$ cat src/rtl/pulse_pn_tx_pkg.sv
// Shared definitions for the PN pulse transmitter: FSM states, stream widths,
// setting-register addresses, readback indices and the BPSK sample mapping.
package pulse_pn_pkg;

    typedef enum logic [1:0] {
        IDLE  = 2'd0,
        PULSE = 2'd1,
        GAP   = 2'd2,
        DONE  = 2'd3
    } state_t;

    localparam int AXIS_DATA_W = 32;
    localparam int SAMPLE_W    = 16;

    localparam logic [7:0] SR_TX_START   = 8'd128;
    localparam logic [7:0] SR_SEQ_LEN    = 8'd129;
    localparam logic [7:0] SR_NUM_PULSES = 8'd130;
    localparam logic [7:0] SR_GAP_LEN    = 8'd131;
    localparam logic [7:0] SR_AMPLITUDE  = 8'd132;
    localparam logic [7:0] SR_LFSR_POLY  = 8'd133;
    localparam logic [7:0] SR_LFSR_SEED  = 8'd134;

    localparam int RB_PULSE_CNT = 0;
    localparam int RB_BUSY      = 1;

    // A one chip maps to +amplitude, a zero chip to -amplitude with plain
    // 16-bit wrap (no saturation, so -32768 stays -32768).
    function automatic logic [SAMPLE_W-1:0] bpsk_map(input logic outBit,
                                                     input logic [SAMPLE_W-1:0] amp);
        logic [SAMPLE_W-1:0] neg;
        neg = {SAMPLE_W{1'b0}} - amp;
        return outBit ? amp : neg;
    endfunction

endpackage

$ cat src/rtl/pulse_pn_tx_if.sv
// AXI-Stream sample port of the PN pulse transmitter.
interface pulse_pn_tx_if;
    import pulse_pn_pkg::*;

    logic [AXIS_DATA_W-1:0] o_tdata;
    logic                   o_tvalid;
    logic                   o_tlast;
    logic                   o_tready;

    modport master (output o_tdata, output o_tvalid, output o_tlast, input o_tready);
    modport slave  (input o_tdata, input o_tvalid, input o_tlast, output o_tready);

endinterface

$ cat src/rtl/pulse_pn_tx_lfsr.sv
// Fibonacci-style PN generator: shifts right, feedback enters at the MSB,
// the chip is the LSB. Load has priority so a pulse can restart cleanly.
module pn_lfsr #(
    parameter int W = 10
) (
    input  logic         clk,
    input  logic         reset,
    input  logic         load,
    input  logic         step,
    input  logic [W-1:0] seed,
    input  logic [W-1:0] poly,
    output logic         out_bit
);

    logic [W-1:0] lfsr_q;
    logic [W-1:0] lfsr_d;

    // Next LFSR value: reload from seed, advance one chip, or hold.
    always_comb begin
        lfsr_d = lfsr_q;
        if (load) begin
            lfsr_d = seed;
        end else if (step) begin
            lfsr_d = {^(lfsr_q & poly), lfsr_q[W-1:1]};
        end
    end

    // LFSR register; a non-zero reset value keeps it from locking up.
    always_ff @(posedge clk) begin
        if (reset) begin
            lfsr_q <= W'(1);
        end else begin
            lfsr_q <= lfsr_d;
        end
    end

    assign out_bit = lfsr_q[0];

endmodule

$ cat src/rtl/pulse_pn_tx.sv
// Burst generator of identical PN/BPSK pulses framed with tlast, separated
// by programmable idle gaps, for the pulse CIR averager on the receive side.
module pulse_pn_tx
    import pulse_pn_pkg::*;
#(
    parameter int LFSR_W = 10,
    parameter int CNT_W  = 32
) (
    input  logic              clk,
    input  logic              reset,
    input  logic              start,
    input  logic              abort,
    input  logic [15:0]       seq_len,
    input  logic [CNT_W-1:0]  num_pulses,
    input  logic [CNT_W-1:0]  gap_len,
    input  logic [15:0]       amplitude,
    input  logic [LFSR_W-1:0] lfsr_poly,
    input  logic [LFSR_W-1:0] lfsr_seed,
    pulse_pn_tx_if.master     axis,
    output logic              busy,
    output logic [CNT_W-1:0]  pulse_cnt,
    output logic              done
);

    state_t              state_q, state_d;
    logic [15:0]         idx_q, idx_d;
    logic [CNT_W-1:0]    gapCnt_q, gapCnt_d;
    logic [CNT_W-1:0]    pulseCnt_q, pulseCnt_d;
    logic                abortPend_q, abortPend_d;

    logic [15:0]         seqLen_q;
    logic [CNT_W-1:0]    numPulses_q;
    logic [CNT_W-1:0]    gapLen_q;
    logic [15:0]         amp_q;
    logic [LFSR_W-1:0]   poly_q;
    logic [LFSR_W-1:0]   seed_q;

    logic                accept;
    logic                handshake;
    logic                lastBeat;
    logic                lfsrLoad;
    logic                lfsrStep;
    logic                lfsrBit;
    logic [LFSR_W-1:0]   seedIn;
    logic [LFSR_W-1:0]   lfsrSeed;

    assign seedIn    = (lfsr_seed == '0) ? LFSR_W'(1) : lfsr_seed;
    assign accept    = (state_q == IDLE) && start && !abort &&
                       (seq_len != '0) && (num_pulses != '0);
    assign handshake = (state_q == PULSE) && axis.o_tready;
    assign lastBeat  = (idx_q == seqLen_q - 16'd1);

    // The first pulse must start on the cycle after start, so the LFSR is
    // loaded from the live (coerced) seed before the snapshot is visible.
    assign lfsrSeed  = accept ? seedIn : seed_q;

    pn_lfsr #(.W(LFSR_W)) u_lfsr (
        .clk     (clk),
        .reset   (reset),
        .load    (lfsrLoad),
        .step    (lfsrStep),
        .seed    (lfsrSeed),
        .poly    (poly_q),
        .out_bit (lfsrBit)
    );

    // Burst sequencing: next state, sample index, gap timer and pulse count.
    always_comb begin
        state_d     = state_q;
        idx_d       = idx_q;
        gapCnt_d    = gapCnt_q;
        pulseCnt_d  = pulseCnt_q;
        abortPend_d = abortPend_q;
        lfsrLoad    = 1'b0;
        lfsrStep    = 1'b0;
        case (state_q)
            IDLE: begin
                if (accept) begin
                    pulseCnt_d  = '0;
                    idx_d       = '0;
                    abortPend_d = 1'b0;
                    lfsrLoad    = 1'b1;
                    state_d     = PULSE;
                end
            end
            PULSE: begin
                if (abort) begin
                    abortPend_d = 1'b1;
                end
                if (handshake) begin
                    if (lastBeat) begin
                        pulseCnt_d = pulseCnt_q + CNT_W'(1);
                        idx_d      = '0;
                        lfsrLoad   = 1'b1;
                        if ((pulseCnt_q + CNT_W'(1) == numPulses_q) || abortPend_q || abort) begin
                            state_d = DONE;
                        end else if (gapLen_q == '0) begin
                            state_d = PULSE;
                        end else begin
                            gapCnt_d = '0;
                            state_d  = GAP;
                        end
                    end else begin
                        idx_d    = idx_q + 16'd1;
                        lfsrStep = 1'b1;
                    end
                end
            end
            GAP: begin
                if (abort) begin
                    state_d = DONE;
                end else if (gapCnt_q == gapLen_q - CNT_W'(1)) begin
                    state_d = PULSE;
                end else begin
                    gapCnt_d = gapCnt_q + CNT_W'(1);
                end
            end
            DONE: begin
                abortPend_d = 1'b0;
                state_d     = IDLE;
            end
            default: state_d = IDLE;
        endcase
    end

    // Sequencer registers.
    always_ff @(posedge clk) begin
        if (reset) begin
            state_q     <= IDLE;
            idx_q       <= '0;
            gapCnt_q    <= '0;
            pulseCnt_q  <= '0;
            abortPend_q <= 1'b0;
        end else begin
            state_q     <= state_d;
            idx_q       <= idx_d;
            gapCnt_q    <= gapCnt_d;
            pulseCnt_q  <= pulseCnt_d;
            abortPend_q <= abortPend_d;
        end
    end

    // Configuration snapshot taken only when a burst is accepted.
    always_ff @(posedge clk) begin
        if (reset) begin
            seqLen_q    <= '0;
            numPulses_q <= '0;
            gapLen_q    <= '0;
            amp_q       <= '0;
            poly_q      <= '0;
            seed_q      <= LFSR_W'(1);
        end else if (accept) begin
            seqLen_q    <= seq_len;
            numPulses_q <= num_pulses;
            gapLen_q    <= gap_len;
            amp_q       <= amplitude;
            poly_q      <= lfsr_poly;
            seed_q      <= seedIn;
        end
    end

    assign axis.o_tvalid = (state_q == PULSE);
    assign axis.o_tlast  = (state_q == PULSE) && lastBeat;
    assign axis.o_tdata  = (state_q == PULSE) ? {bpsk_map(lfsrBit, amp_q), 16'h0000} : '0;
    assign busy          = (state_q == PULSE) || (state_q == GAP);
    assign done          = (state_q == DONE);
    assign pulse_cnt     = pulseCnt_q;

endmodule

$ cat src/flat_wrapper.sv
// flat-port wrapper written by rule: the top's interface ports become plain ports
module pulse_pn_tx_flat import pulse_pn_pkg::*;
#(
    parameter int LFSR_W = 10,
    parameter int CNT_W  = 32
)
  (clk, reset, start, abort, seq_len, num_pulses, gap_len, amplitude, lfsr_poly, lfsr_seed, busy, pulse_cnt, done, axis_o_tdata, axis_o_tvalid, axis_o_tlast, axis_o_tready);
  pulse_pn_tx_if axis_i ();
  input  logic clk;
  input  logic reset;
  input  logic start;
  input  logic abort;
  input  logic [15:0] seq_len;
  input  logic [CNT_W-1:0] num_pulses;
  input  logic [CNT_W-1:0] gap_len;
  input  logic [15:0] amplitude;
  input  logic [LFSR_W-1:0] lfsr_poly;
  input  logic [LFSR_W-1:0] lfsr_seed;
  output logic busy;
  output logic [CNT_W-1:0] pulse_cnt;
  output logic done;
  output wire logic [$bits(axis_i.o_tdata)-1:0] axis_o_tdata;
  output wire logic [$bits(axis_i.o_tvalid)-1:0] axis_o_tvalid;
  output wire logic [$bits(axis_i.o_tlast)-1:0] axis_o_tlast;
  input wire logic [$bits(axis_i.o_tready)-1:0] axis_o_tready;
  assign axis_o_tdata = axis_i.o_tdata;
  assign axis_o_tvalid = axis_i.o_tvalid;
  assign axis_o_tlast = axis_i.o_tlast;
  assign axis_i.o_tready = axis_o_tready;
  pulse_pn_tx #(.LFSR_W(LFSR_W), .CNT_W(CNT_W)) u_core (.clk(clk), .reset(reset), .start(start), .abort(abort), .seq_len(seq_len), .num_pulses(num_pulses), .gap_len(gap_len), .amplitude(amplitude), .lfsr_poly(lfsr_poly), .lfsr_seed(lfsr_seed), .axis(axis_i), .busy(busy), .pulse_cnt(pulse_cnt), .done(done));
endmodule
$ cat config.mk
export PLATFORM = sky130hd
export DESIGN_NAME = pulse_pn_tx_flat
export DESIGN_NICKNAME = d
export VERILOG_FILES = /design/src/rtl/pulse_pn_tx_pkg.sv /design/src/rtl/pulse_pn_tx_if.sv /design/src/rtl/pulse_pn_tx_lfsr.sv /design/src/rtl/pulse_pn_tx.sv /design/src/flat_wrapper.sv
export SDC_FILE = /design/constraint.sdc
export NUM_CORES = 1
export LEC_CHECK = 0
export ABC_AREA = 1
export CAP_MARGIN = 20
export CELL_PAD_IN_SITES_DETAIL_PLACEMENT = 2
export CELL_PAD_IN_SITES_GLOBAL_PLACEMENT = 2
export CORE_MARGIN = 10
export CORE_UTILIZATION = 33
export CTS_BUF_LIST = sky130_fd_sc_hd__clkbuf_2 sky130_fd_sc_hd__clkbuf_4 sky130_fd_sc_hd__clkbuf_8
export DETAILED_ROUTE_END_ITERATION = 16
export HOLD_SLACK_MARGIN = 0.15
export PLACE_DENSITY = 0.95
export SLEW_MARGIN = 0
export SYNTH_ARGS = -nofsm -noshare
export SYNTH_HDL_FRONTEND = slang
export SYNTH_HIERARCHICAL = 1
export SYNTH_SLANG_ARGS = --single-unit
$ cat constraint.sdc
create_clock -name clk -period 5.65 [get_ports clk]
set_clock_uncertainty 0.2 [all_clocks]
set_input_delay 1.4125 -clock clk [delete_from_list [all_inputs] [get_ports clk]]
set_output_delay 1.4125 -clock clk [all_outputs]
set_load 0.01 [all_outputs]
* Word level (Yosys, flattened, before mapping)
Index checks and enable logic that the tools add are counted.
Storage, ports and cells: word-level logic and storage cells 98, input bits 121, output and inout port bits 68, register bits 209
Cells by class: add/subtract/negate cells 6, eq/ne operators 15, reduce and logical (&&, ||, !) cells 25, bitwise operators 1, mux-type cells 39
Operators with widths (count):
- 32-bit two-way mux | 10
- 32-bit case mux with 2 select lines | 2
- 32-bit by 1-bit adder with 32-bit output, second input constant | 2
- 32-bit equality test | 2
- 16-bit two-way mux | 4
- 10-bit two-way mux | 4
- 32-bit logical NOT | 1
- 16-bit case mux with 2 select lines | 1
- 32-bit nonzero test | 1
- 32-bit by 1-bit subtractor with 32-bit output, second input constant | 1
- 16-bit by 1-bit adder with 16-bit output, second input constant | 1
- 16-bit equality test | 1
- 16-bit nonzero test | 1
- 1-bit by 16-bit subtractor with 16-bit output, first input constant | 1
- 16-bit by 1-bit subtractor with 16-bit output, second input constant | 1
- 2-bit two-way mux | 7
- 10-bit bitwise AND | 1
- 10-bit logical NOT | 1
- 2-bit != test, second input constant | 5
- 10-bit parity | 1
- 1-bit two-way mux | 8
- 2-bit case mux with 4 select lines | 1
- 4-bit AND reduction | 2
- 7-bit AND reduction | 1
- 13 further kinds | 26

* Longest topological paths before layout
Gate-level depths: netlist of the first run.
word-level depth 8, mapped depth 23

* Hierarchy
Netlist of the first run, hierarchy kept.
By module, submodules not included:
- pulse_pn_tx | seq. area each 3983.8 µm², times used 1, cells each 2026, area an instance 12580.8 µm²
- pn_lfsr | seq. area each 200.2 µm², times used 1, cells each 110, area an instance 644.4 µm²

* Least setup slack after synthesis of the first run
Ideal clock, no wire load.
path type input port to flip-flop, from in num_pulses[12], to reg u_core.u_lfsr.lfsr_q[9], slack 2002 ps, arrival 3381 ps, buffers on the path 2, data required time 5383 ps, library setup time 67 ps, stages on the path 11, path through nor3_1 -> nand3_1 -> nor3_1 -> nand4_1 -> nand2_1 -> clkbuf_1 -> clkbuf_1 -> o31ai_1 -> nor2_1 -> a22oi_1 -> a21oi_2
Between the ends: cells in the longest elaborated chain, start to end 5
RTL lines:
- start, declared | line flat_wrapper.sv:14 | input logic [CNT_W-1:0] num_pulses;
- 32-bit nonzero test * | line pulse_pn_tx.sv:49 | (seq_len != '0) && (num_pulses != '0);
- 1-bit logical AND * | line pulse_pn_tx.sv:49
- 1-bit two-way mux * | line pulse_pn_tx.sv:78 | if (accept) begin
- 1-bit case mux with 2 select lines * | line pulse_pn_tx.sv:76 | case (state_q)
- net u_core.lfsrLoad | line pulse_pn_tx.sv:41 | logic lfsrLoad;
- 10-bit two-way mux or 2-bit nonzero test (tied branches)
- end signal, assigned | line pulse_pn_tx_lfsr.sv:33 | lfsr_q <= lfsr_d;
- end, declared | line pulse_pn_tx_lfsr.sv:15 | logic [W-1:0] lfsr_q;
Mark *: on every way through the listed nets, which the timed path passes. The rest lies on a longest branch. A chain may end at the register's enable or synchronous reset.

* Worst setup path in the final report of the first run
from reg u_core.seqLen_q[0], to out axis_o_tlast
Between the ends: cells in the longest elaborated chain, start to end 3
RTL lines:
- start, declared | line pulse_pn_tx.sv:31 | logic [15:0] seqLen_q;
- start signal, assigned | line pulse_pn_tx.sv:153 | seqLen_q <= seq_len;
- 16-bit by 1-bit subtractor with 16-bit output | line pulse_pn_tx.sv:51 | assign lastBeat = (idx_q == seqLen_q - 16'd1);
- 16-bit equality test | line pulse_pn_tx.sv:51
- 1-bit logical AND | line pulse_pn_tx.sv:163 | assign axis.o_tlast = (state_q == PULSE) && lastBeat;
- end, declared | line flat_wrapper.sv:24 | output wire logic [$bits(axis_i.o_tlast)-1:0] axis_o_tlast;
Every way passes these cells.

==> impl_metrics.json, run 1 <==
{
  "status": "finished clean",
  "die_y_um": 220,
  "vias": 16476,
  "critPathCapture": "axis_o_tlast",
  "dr_wl_met3_um": 3840,
  "critPathKind": "flip-flop to primary output",
  "final_cells": 2843,
  "worstSetupStartpointType": "flip-flop",
  "grt_pass1_vias": 18989,
  "dp.cells": 2767,
  "wl_met1_um": 29700,
  "powerDensity_mw_per_mm2": 481,
  "min_path_type": "flip-flop to flip-flop",
  "finalCriticalPeriod_ps": 5560,
  "grt_pass1_wl_um": 117000,
  "dieArea_mm2": 0.0485,
  "syn_area_per_cell_um2": 6.19,
  "vdd_drop_max_mv": 0.186,
  "synth_commonest_cells": "nand2_1 (521), nor2_1 (342), inv_1 (224), dfxtp_1 (209), o21ai_0 (156)",
  "die_x_um": 220,
  "slew_headroom": 0.302,
  "synth_warnings": 6,
  "setup_viol": 0,
  "clkTransAtPathRegs_ps": 70,
  "r2r_cells": 18,
  "worstSetupStartpoint": "u_core/seqLen_q[0]",
  "rrSetupSlack_ps": 970,
  "postRouteAntennaNets": 0,
  "drc": 0,
  "crit_buf_inv": 1,
  "yosysTopAreaCell": "dfxtp_1",
  "gp_congestion": 0.890,
  "io_buffers": 172,
  "ys_seq_area_frac": 0.316,
  "regArea_mm2": 0.00418,
  "avgRoutedWirePerCell_um": 27.1,
  "overflow": 0,
  "routed.top_layer": "met4",
  "drt_iter0_drc": 1204,
  "fmax_mhz": 180,
  "routed_wl_um": 77100,
  "switchingPower_mw": 3.95,
  "path_delay_family": "simple AND/OR/NAND/NOR gates",
  "ys_ff_latch": 209,
  "synth_most_common_cell": "nand2_1",
  "crit_cells": 9,
  "wl_met2_um": 39200,
  "pwr-share-clk": 0.227,
  "grt_max_degree": 186,
  "start_util": 0.334,
  "cts_buffer_depth": 3,
  "syn_to_final_growth_pct": 22.5,
  "crit_required_ps": 4040,
  "final_max_slew_viol_count": 0,
  "yosysUniqueCellTypes": 49,
  "synthArstFlopShare": 0,
  "synthTopCellsByArea": "dfxtp_1 (32%), nand2_1 (15%), nor2_1 (9.7%)",
  "core.rowCount": 73,
  "synth_flop_cell": "dfxtp_1",
  "crit_chain": "nor3_1 > nand2_1 > nor2_2 > xor2_1 > nand2_1 > nor3_1 > o211ai_1 > nor4_2 > clkdlybuf4s50_1",
  "synth_edf_count": 0,
  "nets": 2416,
  "drt-pass1-iter-count": 5,
  "ios": 189,
  "critPathArrivalTime_ps": 3950,
  "whs_ps": 282,
  "synth_cells": 2136,
  "grt_setup_unrepaired": "false",
  "critPathSlowestCell": "clkdlybuf4s50_1",
  "fin_crit_sh": 0.984,
  "fin_setup_tns_ps": 0,
  "r2r_end": "u_core/gapCnt_q[28]",
  "hold_violations": 0,
  "clock_latency_ps": 640,
  "cts_tree": "done",
  "worstMarginPinSlew_ps": 1050,
  "post-cts-setup-buffers": 0,
  "r2r_start": "u_core/seqLen_q[0]",
  "htreeDepth": 2,
  "p_leak_nw": 6.86,
  "coreArea_mm2": 0.0396,
  "grtUsageTotal": 0.310,
  "antenna_found_initial": 1,
  "worstSetupEndpointType": "primary output",
  "cts_hold_buf": 0,
  "max_cap_viol_count": 0,
  "viasPerCell": 5.80,
  "drive_gt1_frac": 0.0617,
  "post_cts_resized": 0,
  "post-dp-hpwl_um": 50000,
  "power_frac_seq": 0.295,
  "cts_root_buffer": "clkbuf_8",
  "p_sw_frac": 0.507,
  "p_comb_frac": 0.479,
  "cts_made_buffers": 41,
  "p_int_mw": 3.84,
  "crit_path_max_fanout": 3,
  "dpl_worst_slack_ps": 480,
  "cpPeakStageDelay_ps": 640,
  "setup_slack_ps": 90.3,
  "multi_input_area_mm2": 0.00778,
  "synth_area_mm2": 0.0132,
  "fillers": 4795,
  "yosys.area.top_type_share": 0.316,
  "clock_sinks": 209
}
==> metal layers <==
layer,vias to the layer above,GRT usage
li1,7188,-
met5,-,0
met3,282,0.0636
met4,0,0.178
met1,8359,0.334
met2,647,0.554
==> logic make-up after synthesis <==
kind of cell    synth area share
buf+inv                    0.101
other cells             0.000284
simple gates               0.373
fa+ha+maj                0.00946
compound gates             0.147
xor+xnor                  0.0523
flops                      0.316
==> worst min path at each step <==
stage	slack, ps	end	cells after the start	start
global placement	260	u_core/numPulses_q[0]	2	u_core/numPulses_q[0]
detailed placement	270	u_core/numPulses_q[12]	2	u_core/numPulses_q[12]
floorplan	240	u_core/numPulses_q[1]	2	u_core/numPulses_q[1]
CTS	290	u_core/numPulses_q[7]	2	u_core/numPulses_q[7]
finish	280	u_core/numPulses_q[7]	2	u_core/numPulses_q[7]
global route	310	u_core/numPulses_q[7]	2	u_core/numPulses_q[7]
==> tightest hold or removal path, stage by stage (launching register included) <==
cell	delay [ps]
dfxtp_1	310
inv_1	70
a21oi_1	60
==> registers in the layout (all words and copies together), names as in the netlist <==
signal                flops
u_core/numPulses_q       32
u_core/poly_q            10
u_core/seed_q            10
u_core/seqLen_q          16
u_core/pulse_cnt         32
u_core/gapLen_q          32
u_core/amp_q             16
u_core/state_q            2
u_core/abortPend_q        1
u_core/u_lfsr/lfsr_q     10
u_core/gapCnt_q          32
u_core/idx_q             16
==> cell usage in the layout, fill, tap and decap left out, types with 2 or more instances in the layout <==
cell type        instances
nand2_1                520
nor2_1                 342
inv_1                  222
dfxtp_1                209
clkdlybuf4s50_1        171
o21ai_0                156
nand3_1                150
a21oi_1                136
clkbuf_8                56
xor2_1                  46
nor3_1                  43
nand4_1                 29
a211oi_1                25
xnor2_1                 20
nor4_1                  18
a31oi_1                 16
conb_1                  16
inv_2                   12
clkbuf_4                10
nor2_2                  10
or2_2                    9
ha_1                     9
clkinv_2                 8
buf_4                    8
nor3b_1                  8
nand2_2                  8
a22oi_1                  7
o21ai_1                  6
nand3b_1                 5
nor2_4                   5
xnor3_1                  4
o211ai_1                 4
nand2_4                  3
nand3_2                  3
and3_1                   2
o21bai_1                 2
==> power by group through the flow <==
stage               Clock (mW)  Combinational (mW)  Sequential (mW)
floorplan                    0                2.26             2.09
global placement             0                2.99             2.21
detailed placement           0                3.35             2.26
CTS                       1.78                3.63             2.27
global route              1.85                4.00             2.32
finish                    1.77                3.73             2.29
==> through the flow <==
stage                     instance area, µm²   util  power (mW)
final                                  16200  0.409        7.79
after global placement                 15300  0.386        5.20
after floorplan                        13300      -        4.34
after global routing                   16200  0.409        8.17
after detailed placement               15300  0.386        5.61
after CTS                              16200  0.408        7.68
==> final cells by class <==
| type | count | share of cell area |
|---|---|---|
| antenna | 1 | 0.000154 |
| clock buffer | 66 | 0.0522 |
| clock inverter | 9 | 0.00293 |
| inverter | 235 | 0.0546 |
| multi-input combinational | 1617 | 0.480 |
| sequential | 209 | 0.258 |
| tap | 525 | 0.0405 |
| timing repair buffer | 181 | 0.111 |
Power figures use the tool's default switching activity.
==> run 2: changes to the inputs <==
ABC_AREA = 0   (was 1)
CORE_UTILIZATION = 34   (was 33)
==> run 2 against run 1 <==
Against the previous run:
- critical path depth grew 2
- register-to-register slack got worse by 710 ps
- count of clock-buffer cells in the layout shrank 5
- total power decreased by 39%
- largest cell class unchanged
==> impl_metrics.json, run 2 <==
{
  "synthMuxAreaShare": 0.0179,
  "clock_sinks": 209,
  "clkTransAtPathRegs_ps": 60,
  "avgRoutedWirePerCell_um": 25.9,
  "start_util": 0.344,
  "drt-pass1-iter-count": 5,
  "worstSetupEndpointType": "flip-flop",
  "syn_to_final_growth_pct": 23.8,
  "place_area_mm2": 0.0143,
  "grt_pass1_vias": 15285,
  "drc": 0,
  "io_buffers": 172,
  "yosysUniqueCellTypes": 79,
  "grt_setup_unrepaired": "false",
  "fin_setup_tns_ps": 0,
  "critPathKind": "flip-flop to flip-flop",
  "p_leak_nw": 5.42,
  "cts_hold_buf": 0,
  "die_y_um": 210,
  "synth_xor_area_frac": 0.0976,
  "num_antenna_cells": 0,
  "ios": 189,
  "synth_most_common_cell": "nand2_1",
  "cts_tree": "done",
  "final_cell_mix": "nand2_1 (347), dfxtp_1 (209), a21oi_1 (200)",
  "fin_crit_sh": 0.954,
  "final_cells": 2282,
  "vdd_drop_max_mv": 0.171,
  "fillers": 4058,
  "routed_wl_um": 59000,
  "dpl_worst_slack_ps": 655,
  "max_cap_viol_count": 0,
  "dieArea_mm2": 0.0440,
  "synth_warnings": 6,
  "vias": 13678,
  "antenna_found_initial": 0,
  "gr-usage-met1": 0.294,
  "dp.cells": 2211,
  "gp_congestion": 0.901,
  "status": "finished clean",
  "setup_slack_ps": 257,
  "grtUsageTotal": 0.257,
  "crit_required_ps": 5900,
  "powerDensity_mw_per_mm2": 315,
  "synth_area_mm2": 0.0123,
  "htreeDepth": 2,
  "synth_edf_count": 0,
  "final_max_slew_viol_count": 0,
  "finalInstanceArea_mm2": 0.0152,
  "grt-busiest-layer": "met2",
  "yosys.area.top_type_share": 0.342,
  "critPathArrivalTime_ps": 5640,
  "postRouteAntennaNets": 0,
  "slew_headroom": 0.242,
  "synth_fa_ha_area_frac": 0.0102,
  "min_path_type": "flip-flop to flip-flop",
  "drive_gt1_frac": 0.0697,
  "cts_root_buffer": "clkbuf_8",
  "synth_compound_area_frac": 0.190,
  "worstSetupStartpointType": "flip-flop",
  "die_x_um": 210,
  "synthArstFlopShare": 0,
  "synth_commonest_cells": "nand2_1 (347), dfxtp_1 (209), a21oi_1 (200), nor2_1 (109), clkbuf_1 (93)",
  "syn_area_per_cell_um2": 7.36,
  "grtUsageMet2": 0.444,
  "synth_flop_cell": "dfxtp_1",
  "yosysTopAreaCell": "dfxtp_1",
  "synthTopCellsByArea": "dfxtp_1 (34%), nand2_1 (11%), a21oi_1 (8.2%)",
  "grt_pass1_wl_um": 91200,
  "viasPerCell": 5.99,
  "nets": 1924,
  "synth_cells": 1664,
  "crit_path_max_fanout": 8,
  "finalPower_mw": 4.78,
  "grtUsageMet3": 0.0575,
  "ys_ff_latch": 209,
  "final_common_cell": "nand2_1",
  "fmax_mhz": 185,
  "cts_buffer_depth": 3,
  "clock_latency_ps": 600,
  "grt_max_degree": 84,
  "ys_seq_area_frac": 0.342,
  "post-dp-hpwl_um": 39200,
  "overflow": 0,
  "core.rowCount": 69,
  "coreArea_mm2": 0.0356,
  "cts_made_buffers": 41,
  "hold_violations": 0,
  "setup_viol": 0,
  "yosys.area_share.simple": 0.290,
  "synth_top_family_by_area": "simple AND/OR/NAND/NOR gates",
  "drt_iter0_drc": 909,
  "worstMarginPinSlew_ps": 1130,
  "finalCriticalPeriod_ps": 5390
}
## run 2: cell count changes after synthesis, sizes merged, moves of 21 or more
cell	before	now
a211oi	25	4
a21oi	137	200
and3	2	30
clkbuf	56	94
inv	235	27
nand2	531	347
nand3	154	39
nor2	357	109
nor4	19	43
o21ai	162	74
or3	0	25
xnor2	20	82
## run 2: logic make-up after synthesis
family,after synthesis
XOR/XNOR,135
multiplexers,21
other,1
adder cells (fa/ha/maj),10
AND/OR/NAND/NOR,744
buffers and inverters,152
AO/OA/AOI/OAI,392
flip-flops,209
## run 2: worst paths after layout
| check | startpoint | endpoint | slack (ps) | cells after the start |
|---|---|---|---|---|
| max reg2reg | u_core/pulse_cnt[0] | u_core/gapCnt_q[26] | 260 | 11 |
| max | u_core/pulse_cnt[0] | u_core/gapCnt_q[26] | 260 | 11 |
| min reg2reg | u_core/poly_q[6] | u_core/poly_q[6] | 260 | 2 |
| min | u_core/poly_q[6] | u_core/poly_q[6] | 260 | 2 |
## run 2: report_power, final
part           switching [mW]  internal, mW  total, mW  leakage [nW]
Clock                   0.743         0.939       1.68         0.464
Combinational           0.883         0.516       1.40          3.26
Sequential              0.130          1.57       1.70          1.70
Total                    1.75          3.02       4.78          5.42
## run 2: timing repair
item | CTS | global route
resized for setup | 3 | 1
pin swaps | 0 | 0
buffers inserted | 0 | 0
setup endpoints to repair | 1 | 3
## run 2: layout make-up
cell class	instances	area, µm²	area share
sequential	209	4180	0.276
tap	461	577	0.0380
timing repair buffer	196	1910	0.126
clock inverter	10	81.3	0.00536
multi-input combinational	1318	7520	0.496
clock buffer	61	790	0.0521
inverter	27	101	0.00668
## run 2: stage by stage
| stage | utilization | hold slack [ps] |
|---|---|---|
| after CTS | 0.426 | 260 |
| after global routing | 0.426 | 286 |
| after floorplan | - | 236 |
| after detailed placement | 0.401 | 251 |
| after global placement | 0.401 | 250 |
| final | 0.426 | 256 |
## run 2: critical path, stage by stage (launching register included)
cell and delay, ps:
dfxtp_1 480, ha_1 370, nand3_1 330, or4_1 680, nor4_1 680, o21ai_0 220, o211ai_1 240, a2111oi_2 170
nor3_1 890, nand3_1 310, buf_4 290, o41ai_1 370
## run 2: layer usage
metal / vias up / routed length (µm) / part of all wire
met5: - / 0 / 0
met4: 0 / 2630 / 0.045
met3: 185 / 4030 / 0.068
met2: 564 / 29100 / 0.49
met1: 6844 / 23200 / 0.39
li1: 6085 / - / -
